==> config.mk <==
export PLATFORM = sky130hd
export DESIGN_NAME = change_dispenser
export DESIGN_NICKNAME = d
export VERILOG_FILES = /design/src/rtl/change_dispenser.sv
export SDC_FILE = /design/constraint.sdc
export NUM_CORES = 1
export LEC_CHECK = 0
export CAP_MARGIN = 15
export CORE_MARGIN = 5
export CORE_UTILIZATION = 38
export DETAILED_ROUTE_END_ITERATION = 10
export PLACE_DENSITY = 0.67
export REMOVE_ABC_BUFFERS = 1
export SYNTH_ARGS = -nofsm -noshare
export SYNTH_HDL_FRONTEND = slang
export SYNTH_SLANG_ARGS = --single-unit
==> constraint.sdc <==
create_clock -name clk -period 3.1 [get_ports clk]
set_input_delay 0.62 -clock clk [delete_from_list [all_inputs] [get_ports clk]]
set_output_delay 0.62 -clock clk [all_outputs]
set_load 0.05 [all_outputs]
==> src/rtl/change_dispenser.sv <==
// Change dispenser: queues change codes from the vending controller and pays them out coin by coin.
// Optional per-tube coin tallies are compiled in with `define CHANGE_DISP_TALLY_EN.
module change_dispenser #(
  parameter int PULSE_CYCLES   = 4,
  parameter int TIMEOUT_CYCLES = 64,
  parameter int FIFO_DEPTH     = 4
) (
  input  logic       clk,
  input  logic       rst,
  input  logic [1:0] change,
  input  logic       coin_drop,
  input  logic       fault_clr,
  output logic       eject5,
  output logic       eject10,
  output logic       busy,
  output logic       fifo_full,
  output logic       fault,
  output logic       overflow
`ifdef CHANGE_DISP_TALLY_EN
  ,
  output logic [7:0] coins5_out,
  output logic [7:0] coins10_out
`endif
);

  localparam int AW = $clog2(FIFO_DEPTH);
  localparam int CW = $clog2(TIMEOUT_CYCLES + 1);
  localparam logic [CW-1:0] PULSE_LAST   = CW'(PULSE_CYCLES - 1);
  localparam logic [CW-1:0] TIMEOUT_LAST = CW'(TIMEOUT_CYCLES - 1);

  typedef enum logic [2:0] {IDLE, P10, W10, P5, W5, FAULT} state_t;

  state_t        state;
  logic [1:0]    mem [FIFO_DEPTH];
  logic [AW:0]   wr_ptr;
  logic [AW:0]   rd_ptr;
  logic [CW-1:0] cnt;
  logic          pending5;
  logic          drop_seen;
  logic          fifo_empty;
  logic          pop;
  logic          push;
  logic          drop_ok;
  logic [1:0]    head;

  assign fifo_empty = (wr_ptr == rd_ptr);
  assign fifo_full  = (wr_ptr[AW] != rd_ptr[AW]) && (wr_ptr[AW-1:0] == rd_ptr[AW-1:0]);
  assign head       = mem[rd_ptr[AW-1:0]];
  assign pop        = (state == IDLE) && !fifo_empty;
  // A pop on the same edge frees a slot, so a push into a full queue still lands.
  assign push       = (change != 2'b00) && (!fifo_full || pop);
  assign drop_ok    = coin_drop || drop_seen;

  assign eject10 = (state == P10);
  assign eject5  = (state == P5);
  assign busy    = (state != IDLE) || !fifo_empty;

  // NOTE: queue storage has no reset; the pointers alone decide which entries are valid.
  always_ff @(posedge clk) begin
    if (push) mem[wr_ptr[AW-1:0]] <= change;
  end

  // NOTE: every clocked block uses non-blocking assignments so all state updates see pre-edge values.
  always_ff @(posedge clk) begin
    if (rst) begin
      wr_ptr   <= '0;
      rd_ptr   <= '0;
      overflow <= 1'b0;
    end else begin
      if (push) wr_ptr <= wr_ptr + 1'b1;
      if (pop)  rd_ptr <= rd_ptr + 1'b1;
      if ((change != 2'b00) && !push) overflow <= 1'b1;
      else if (fault_clr)             overflow <= 1'b0;
    end
  end

  always_ff @(posedge clk) begin
    if (rst) begin
      state     <= IDLE;
      cnt       <= '0;
      pending5  <= 1'b0;
      drop_seen <= 1'b0;
      fault     <= 1'b0;
    end else begin
      case (state)
        IDLE: begin
          if (pop) begin
            cnt       <= '0;
            drop_seen <= 1'b0;
            pending5  <= (head == 2'b11);
            if (head == 2'b01) state <= P5;
            else               state <= P10;
          end
        end
        P10, P5: begin
          cnt <= cnt + 1'b1;
          if (coin_drop) drop_seen <= 1'b1;
          if (cnt == PULSE_LAST) begin
            if (state == P10) state <= W10;
            else              state <= W5;
          end
        end
        W10, W5: begin
          cnt <= cnt + 1'b1;
          // A drop on the timeout edge still counts as a successful payout.
          if (drop_ok) begin
            drop_seen <= 1'b0;
            if ((state == W10) && pending5) begin
              state    <= P5;
              pending5 <= 1'b0;
              cnt      <= '0;
            end else begin
              state <= IDLE;
            end
          end else if (cnt == TIMEOUT_LAST) begin
            state    <= FAULT;
            fault    <= 1'b1;
            pending5 <= 1'b0;
          end
        end
        FAULT: begin
          if (fault_clr) begin
            state <= IDLE;
            fault <= 1'b0;
          end
        end
        default: state <= IDLE;
      endcase
    end
  end

`ifdef CHANGE_DISP_TALLY_EN
  always_ff @(posedge clk) begin
    if (rst) begin
      coins5_out  <= '0;
      coins10_out <= '0;
    end else begin
      if ((state == W5) && drop_ok && (coins5_out != 8'hff))
        coins5_out <= coins5_out + 1'b1;
      if ((state == W10) && drop_ok && (coins10_out != 8'hff))
        coins10_out <= coins10_out + 1'b1;
    end
  end
`endif

endmodule

==> results.txt, run 1 <==
The flow ran to the end, and the final reports show no timing, DRC or antenna violations. By startpoint and endpoint, the worst setup path is classified as reg -> out. The maximum root-to-sink buffer count came out at 2. The reported leakage power came out at 0.619 nW. TritonCTS built the clock tree. The total die area came out at 0.00526 sq mm. The share of cell area taken by muxes after synthesis is 0.0539. The netlist area before placement is 0.00149 sq mm. The mean number of vias per cell came out at 5.09. The library cell used most frequently in the layout, excluding fill and tap cells, is sky130_fd_sc_hd__nor2_1. The adder-cell area share of the yosys netlist came out at 0.0505.

The distinct cell type count after synthesis came out at 41. Setup repair after global routing left no endpoint under its margin. The total global routing track utilization came out at 0.122.

Timing would allow up to 356 MHz. The largest incremental delay on the critical path came out at 0.83 ns. The startpoint type of the worst setup path is a flop. The total wire length came out at 2750 microns. The sum of internal, switching and leakage power came out at 0.00148 W. The number of antenna violations at the first check in global routing came out at 0. The area used by multi-input combinational logic is 752 sq um.

Leaving out fill and tap cells, the most frequent cells in the layout are sky130_fd_sc_hd__nor2_1, sky130_fd_sc_hd__dfxtp_1, sky130_fd_sc_hd__nand2_1. The die height is 72.5 microns. The power density relative to cell area is 861 mW/mm^2.

The sequential area share after synthesis came out at 0.458. The net count of the finished layout came out at 174. The minimum clock period after layout came out at 2.81 ns.

After detailed routing, the average wire length per cell comes to 13.0 microns. The final number of max-transition violations was 0. The post-synthesis cell count is 148.

The tool flagged a number of max-cap violations equal to 0. At the end of routability-driven placement, the weighted congestion stood at 0.850. The proportion of layout cells with a drive suffix above 1 came out at 0.110. The xor/xnor share of the synthesized area came out at 0.0885. The worst IR drop on VDD is 0.320 mV. The number of buffers inserted by port buffering is 11. For the worst setup path, the data required time is 2.48 ns. The library cell used as clock root buffer is sky130_fd_sc_hd__clkbuf_8. Of the available clock period, the critical path in the final layout requires 0.905. The primary flip-flop cell chosen by synthesis mapping is sky130_fd_sc_hd__dfxtp_1. The quantity of hold-fixing buffers added after cts is 0. The number of filler instances in the final layout came out at 363. The actual slew at the worst max-slew pin came out at 0.523 ns. The post-cts repair resize count came out at 0.

The starting density of the core came out at 0.400. After synthesis, the largest family of logic cells by area is simple AND/OR/NAND/NOR gates. The width of the chip came out at 72.5 microns. The number of placed I/O pins came out at 12. For this run the aggregate overflow at the end of global routing stands at 0. The total number of yosys warnings came out at 0. The count of H-tree levels built during CTS is 2. The post-placement worst setup slack is 0.622 ns. The detailed placer's ending HPWL came out at 2070 microns. The later pin in the worst-skew pair is clocked with a latency of 0.28 ns. The core area came out at 0.00372 sq mm. The via count of the first global-routing pass came out at 1097. The critical path capture point type is an output pin. The sink count of the clock tree is 30. Across the whole layout, storage elements account for 681 sq um. The final number of setup-violating endpoints came out at 0. In this run the worst hold path is classified as reg -> reg. The clock transition at the register clock pins on the worst setup and hold paths after CTS is 0.06 ns.

The setup slack after layout is 0.293 ns. The count of vias placed by the detailed router came out at 1074. The wire length of the first global-routing pass came out at 4760 microns. The number of core rows came out at 22. Post-CTS timing repair inserted 0 buffers for setup. The number of synthesized flops with an enable pin is 8. The TritonCTS buffer count is 5. 0 antenna diodes ended up in the layout. The slowest stage of the critical path is the sky130_fd_sc_hd__clkdlybuf4s50_1 cell. Of the total synthesized cell area, the portion taken by AND, OR, NAND and NOR gates is 0.195. The clock tree skew after final layout came out at 0.00483 ns. The largest net degree at the start of global routing came out at 16. After detailed routing, the number of remaining DRC violations is 0. For this run, asynchronously set or reset flops after synthesis account for 0. The post-synthesis register bit count is 30. The max-slew headroom at the worst pin is 0.651. The post-synthesis compound-gate area fraction came out at 0.119.

The critical path goes through xnor2_1, nand2_1, nor2_1, clkdlybuf4s50_1. The total negative setup slack is 0 ns. For this run, the detailed router's first-pass iteration total came to 4. The relative area change from synthesis to final layout came out at 15.7%.

The average cell area after synthesis is 10.0 sq um. The number of hold-slack violations in the final timing report is 0. The data arrival time of the critical path came out at 2.19 ns. Of all nets on the critical path, the largest fanout is 5. Once detail routing completed, the nets flagged for antenna violations numbered 0. The starting DRC count in detailed routing is 76.
worst paths after layout:
kind,from,endpoint,slack [ns],cells past startpoint
setup / recovery,wr_ptr[0],fifo_full,0.29,4
hold / removal,fault,fault,0.46,2
setup reg to reg,cnt[0],state[1],1.13,6
hold reg to reg,fault,fault,0.46,2
cell families (layout without fill, tap and decap cells):
logic type,Yosys count,after routing
xor gates and xnor gates,15,15
and+or+nand+nor,59,59
buffers and inverters,11,26
muxes,5,5
AOI/OAI and AO/OA,22,22
adders and majority gates,6,6
DFF,30,30
registers in the layout (all words and copies together) (netlist names), named ones only:
register,cells
cnt,7
wr_ptr,3
drop_seen,1
fault,1
state,3
mem,8
rd_ptr,3
overflow,1
pending5,1
where the power goes:
group	switching, W	internal, W	leakage [nW]
logic	0.000366	0.000254	0.324
registers	0.0000857	0.000472	0.254
clock network	0.000149	0.000153	0.0416
Yosys cell counts, types with 2 or more instances:
cell | number | area [sq um]
sky130_fd_sc_hd__nand2b_1 | 3 | 18.8
sky130_fd_sc_hd__edfxtp_1 | 8 | 240
sky130_fd_sc_hd__inv_1 | 6 | 22.5
sky130_fd_sc_hd__a41oi_2 | 2 | 32.5
sky130_fd_sc_hd__a211oi_1 | 2 | 15.0
sky130_fd_sc_hd__mux2i_1 | 2 | 20.0
sky130_fd_sc_hd__nor4_1 | 2 | 12.5
sky130_fd_sc_hd__mux4_2 | 2 | 45.0
sky130_fd_sc_hd__clkbuf_1 | 2 | 7.51
sky130_fd_sc_hd__nand2_1 | 12 | 45.0
sky130_fd_sc_hd__nand4_1 | 3 | 18.8
sky130_fd_sc_hd__or3_1 | 4 | 25.0
sky130_fd_sc_hd__a21oi_1 | 6 | 30.0
sky130_fd_sc_hd__nor2_1 | 24 | 90.1
sky130_fd_sc_hd__dfxtp_1 | 22 | 440
sky130_fd_sc_hd__and2_1 | 4 | 25.0
sky130_fd_sc_hd__xor2_1 | 6 | 52.6
sky130_fd_sc_hd__ha_1 | 6 | 75.1
sky130_fd_sc_hd__o21ai_0 | 2 | 10.0
sky130_fd_sc_hd__xnor2_1 | 9 | 78.8
area by class of cell:
type	instances	area share
Multi-Input combinational cell	107	0.438
Sequential cell	30	0.396
Timing Repair Buffer	12	0.0685
Clock buffer	5	0.0401
Tap cell	48	0.0350
Inverter	6	0.0131
Clock inverter	3	0.00947
stage by stage:
stage	hold slack [ns]	instances	area, sq um	utilization
5_1_grt	0.488	211	1720	0.462
6_report	0.464	211	1720	0.462
3_3_place_gp	0.447	203	1630	0.439
4_1_cts	0.463	211	1720	0.462
2_1_floorplan	0.480	143	1460	-
3_5_place_dp	0.455	203	1630	0.439
worst max-delay path: cells and delay by family (launching register included):
kind                      cells  cell delay (ns)
DFF                           1             0.36
xor gates and xnor gates      1             0.45
buffers and inverters         1             0.83
and+or+nand+nor               2             0.26
metal layers:
layer / routed length, microns / GRT usage
met5: 0 / 0
met4: 28 / 0.0553
met3: 210 / 0.0637
met2: 1290 / 0.190
met1: 1210 / 0.139
Note: power is estimated with default switching activity, not from simulation.
==> inputs of run 2 (changes only) <==
- RECOVER_POWER: not set -> 100
==> results.txt, run 2 (synthesized netlist as in run 1, its figures left out) <==
The number of core rows is 22. The count of vias placed by the detailed router came out at 1078. The TritonCTS clock tree is built. The library cell used most frequently in the layout, excluding fill and tap cells, is sky130_fd_sc_hd__nor2_1. The worst hold path begins at fault. The relative area change from synthesis to final layout is 13.5%. The number of buffers inserted by post-CTS setup repair came out at 0.

The via count of the first global-routing pass came to 1097. The sink count of the clock tree came out at 30. The mean number of vias per cell came out at 5.11. The largest net degree at the start of global routing came out at 16. The weighted congestion reported at the end of routability-driven placement came out at 0.850. The worst IR drop on VDD is 0.318 mV. The data arrival time of the critical path is 2.19 ns. The number of hold-slack violations in the final timing report came out at 0. The critical path capture point type is an output pin. The minimum clock period after layout came out at 2.81 ns. Setup violations remaining at the end of the flow were counted as 0. The detailed placer's ending HPWL came out at 2070 microns.

The worst hold path stage count is 2. The clock arrives with 0.00443 ns of skew. The register-to-register setup slack came out at 0.99 ns. The count of H-tree levels built during CTS is 2. In this run the remaining antenna-violating nets after routing total 0. The register with the most flip-flops in the layout has 8 of them. The final number of max-transition violations is 0. Setup repair after global routing left no endpoint under its margin. The first routing iteration left 54 violations. The setup slack after layout came out at 0.289 ns. The TritonCTS buffer count is 5. The flow ran to the end, and the final reports show no timing, DRC or antenna violations.

The post-placement worst setup slack came out at 0.622 ns. The total die area came out at 0.00526 sq mm. The worst hold path belongs to the class reg -> reg. The number of filler instances in the final layout is 373.

The total negative setup slack is 0 ns. The number of iterations in the first detailed-routing pass is 4. The starting density of the core is 0.400.

The post-cts repair resize count came out at 0. The number of buffers inserted by port buffering is 11. The fraction of the cycle the final worst path needs came out at 0.907. The number of cells on the worst reg-to-reg path is 6. For this run the aggregate overflow at the end of global routing stands at 0. The number of antenna violations at the first check in global routing is 0.

The endpoint of the lowest-slack register-to-register path is state[1]. In this run the critical register-to-register path is launched from cnt[0]. The total wire length came out at 2750 microns.

The top fanout value on the critical path came out at 13. The number of maximum-capacitance constraint violations came out at 0. The maximum root-to-sink buffer count came out at 2. 0 antenna diodes ended up in the layout.

The wire length per cell is 13.0 microns. For this run, the total global-route usage over all layers was measured as 0.122. The power density relative to cell area is 846 mW/mm^2. The clock latency reported for the late side of the worst-skew pair is 0.28 ns. The actual slew at the worst max-slew pin is 0.884 ns. The reported leakage power is 0.620 nW. The number of hold buffers added after CTS was 0.

The wire length of the first global-routing pass came out at 4760 microns. The width of the chip came out at 72.5 microns. The worst hold endpoint is fault. The tree is rooted in a sky130_fd_sc_hd__clkbuf_8. The die height came out at 72.5 microns.

In the final layout, the share of cells above drive strength 1 is 0.0736. The clock transition at the register clock pins on the worst setup and hold paths after CTS is 0.06 ns. In the layout the commonest cells are sky130_fd_sc_hd__nor2_1, sky130_fd_sc_hd__dfxtp_1, sky130_fd_sc_hd__nand2_1.

The worst setup path is launched from a flop. The timing-limited maximum frequency came out at 356 MHz. For this run, design rule violations remaining after detail routing come to 0. The net count of the finished layout is 174.

The worst setup path is of the reg -> out kind. STA puts the critical path data required time at 2.48 ns. The max-slew headroom at the worst pin is 0.403. The core region is 0.00372 sq mm.

The number of placed I/O pins is 12.
[run 2: changes by cell type in the layout (fill, tap and decap cells not counted), sizes merged]
cell / change
clkdlybuf4s50: -9
dlygate4sd3: +9
[run 2: through the flow]
step	hold slack (ns)	area [sq um]	utilization	total power [W]	cells
floorplan	0.480	1460	-	0.00103	143
global placement	0.447	1630	0.439	0.00117	203
detailed placement	0.455	1630	0.439	0.00118	203
CTS	0.463	1720	0.462	0.00149	211
global route	0.485	1690	0.454	0.00154	211
finish	0.461	1690	0.454	0.00143	211
[run 2: where the power goes]
group	switching, W	internal, W	leakage (nW)
registers	0.0000858	0.000472	0.254
clock network	0.000148	0.000153	0.0416
logic	0.000344	0.000223	0.325
[run 2: cell type report]
cell class                 instances  area, sq um  share of cell area
timing repair buffer              12          118              0.0698
multi-input combinational        107          719               0.427
tap                               48         60.1              0.0356
inverter                           6         22.5              0.0134
clock inverter                     3         16.3             0.00965
sequential                        30          681               0.404
clock buffer                       5         68.8              0.0408
[run 2: worst max path at each step]
stage / cells past startpoint / startpoint / endpoint / slack [ns]
6_report: 3 / state[0] / busy / 0.29
5_1_grt: 4 / wr_ptr[0] / fifo_full / 0.13
4_1_cts: 3 / state[0] / busy / 0.30
3_5_place_dp: 3 / state[0] / busy / 0.62
3_3_place_gp: 4 / wr_ptr[0] / fifo_full / 0.65
2_1_floorplan: 3 / wr_ptr[0] / fifo_full / 0.99
[run 2: worst max-delay path: stages, from the launching register on]
cell and delay (ns):
sky130_fd_sc_hd__dfxtp_1 0.43, sky130_fd_sc_hd__nor3_1 0.36, sky130_fd_sc_hd__nand4_1 0.27, sky130_fd_sc_hd__dlygate4sd3_1 0.84
[run 2: layer usage]
layer / routed length, microns / GRT usage
met1: 1170 / 0.139
met2: 1310 / 0.190
met3: 237 / 0.0637
met4: 28 / 0.0553
met5: 0 / 0
==> inputs of run 3 (changes only) <==
- SLEW_MARGIN: not set -> 10
==> results of run 3 <==
No change in the layout: final DEF, timing and power equal those of run 2.
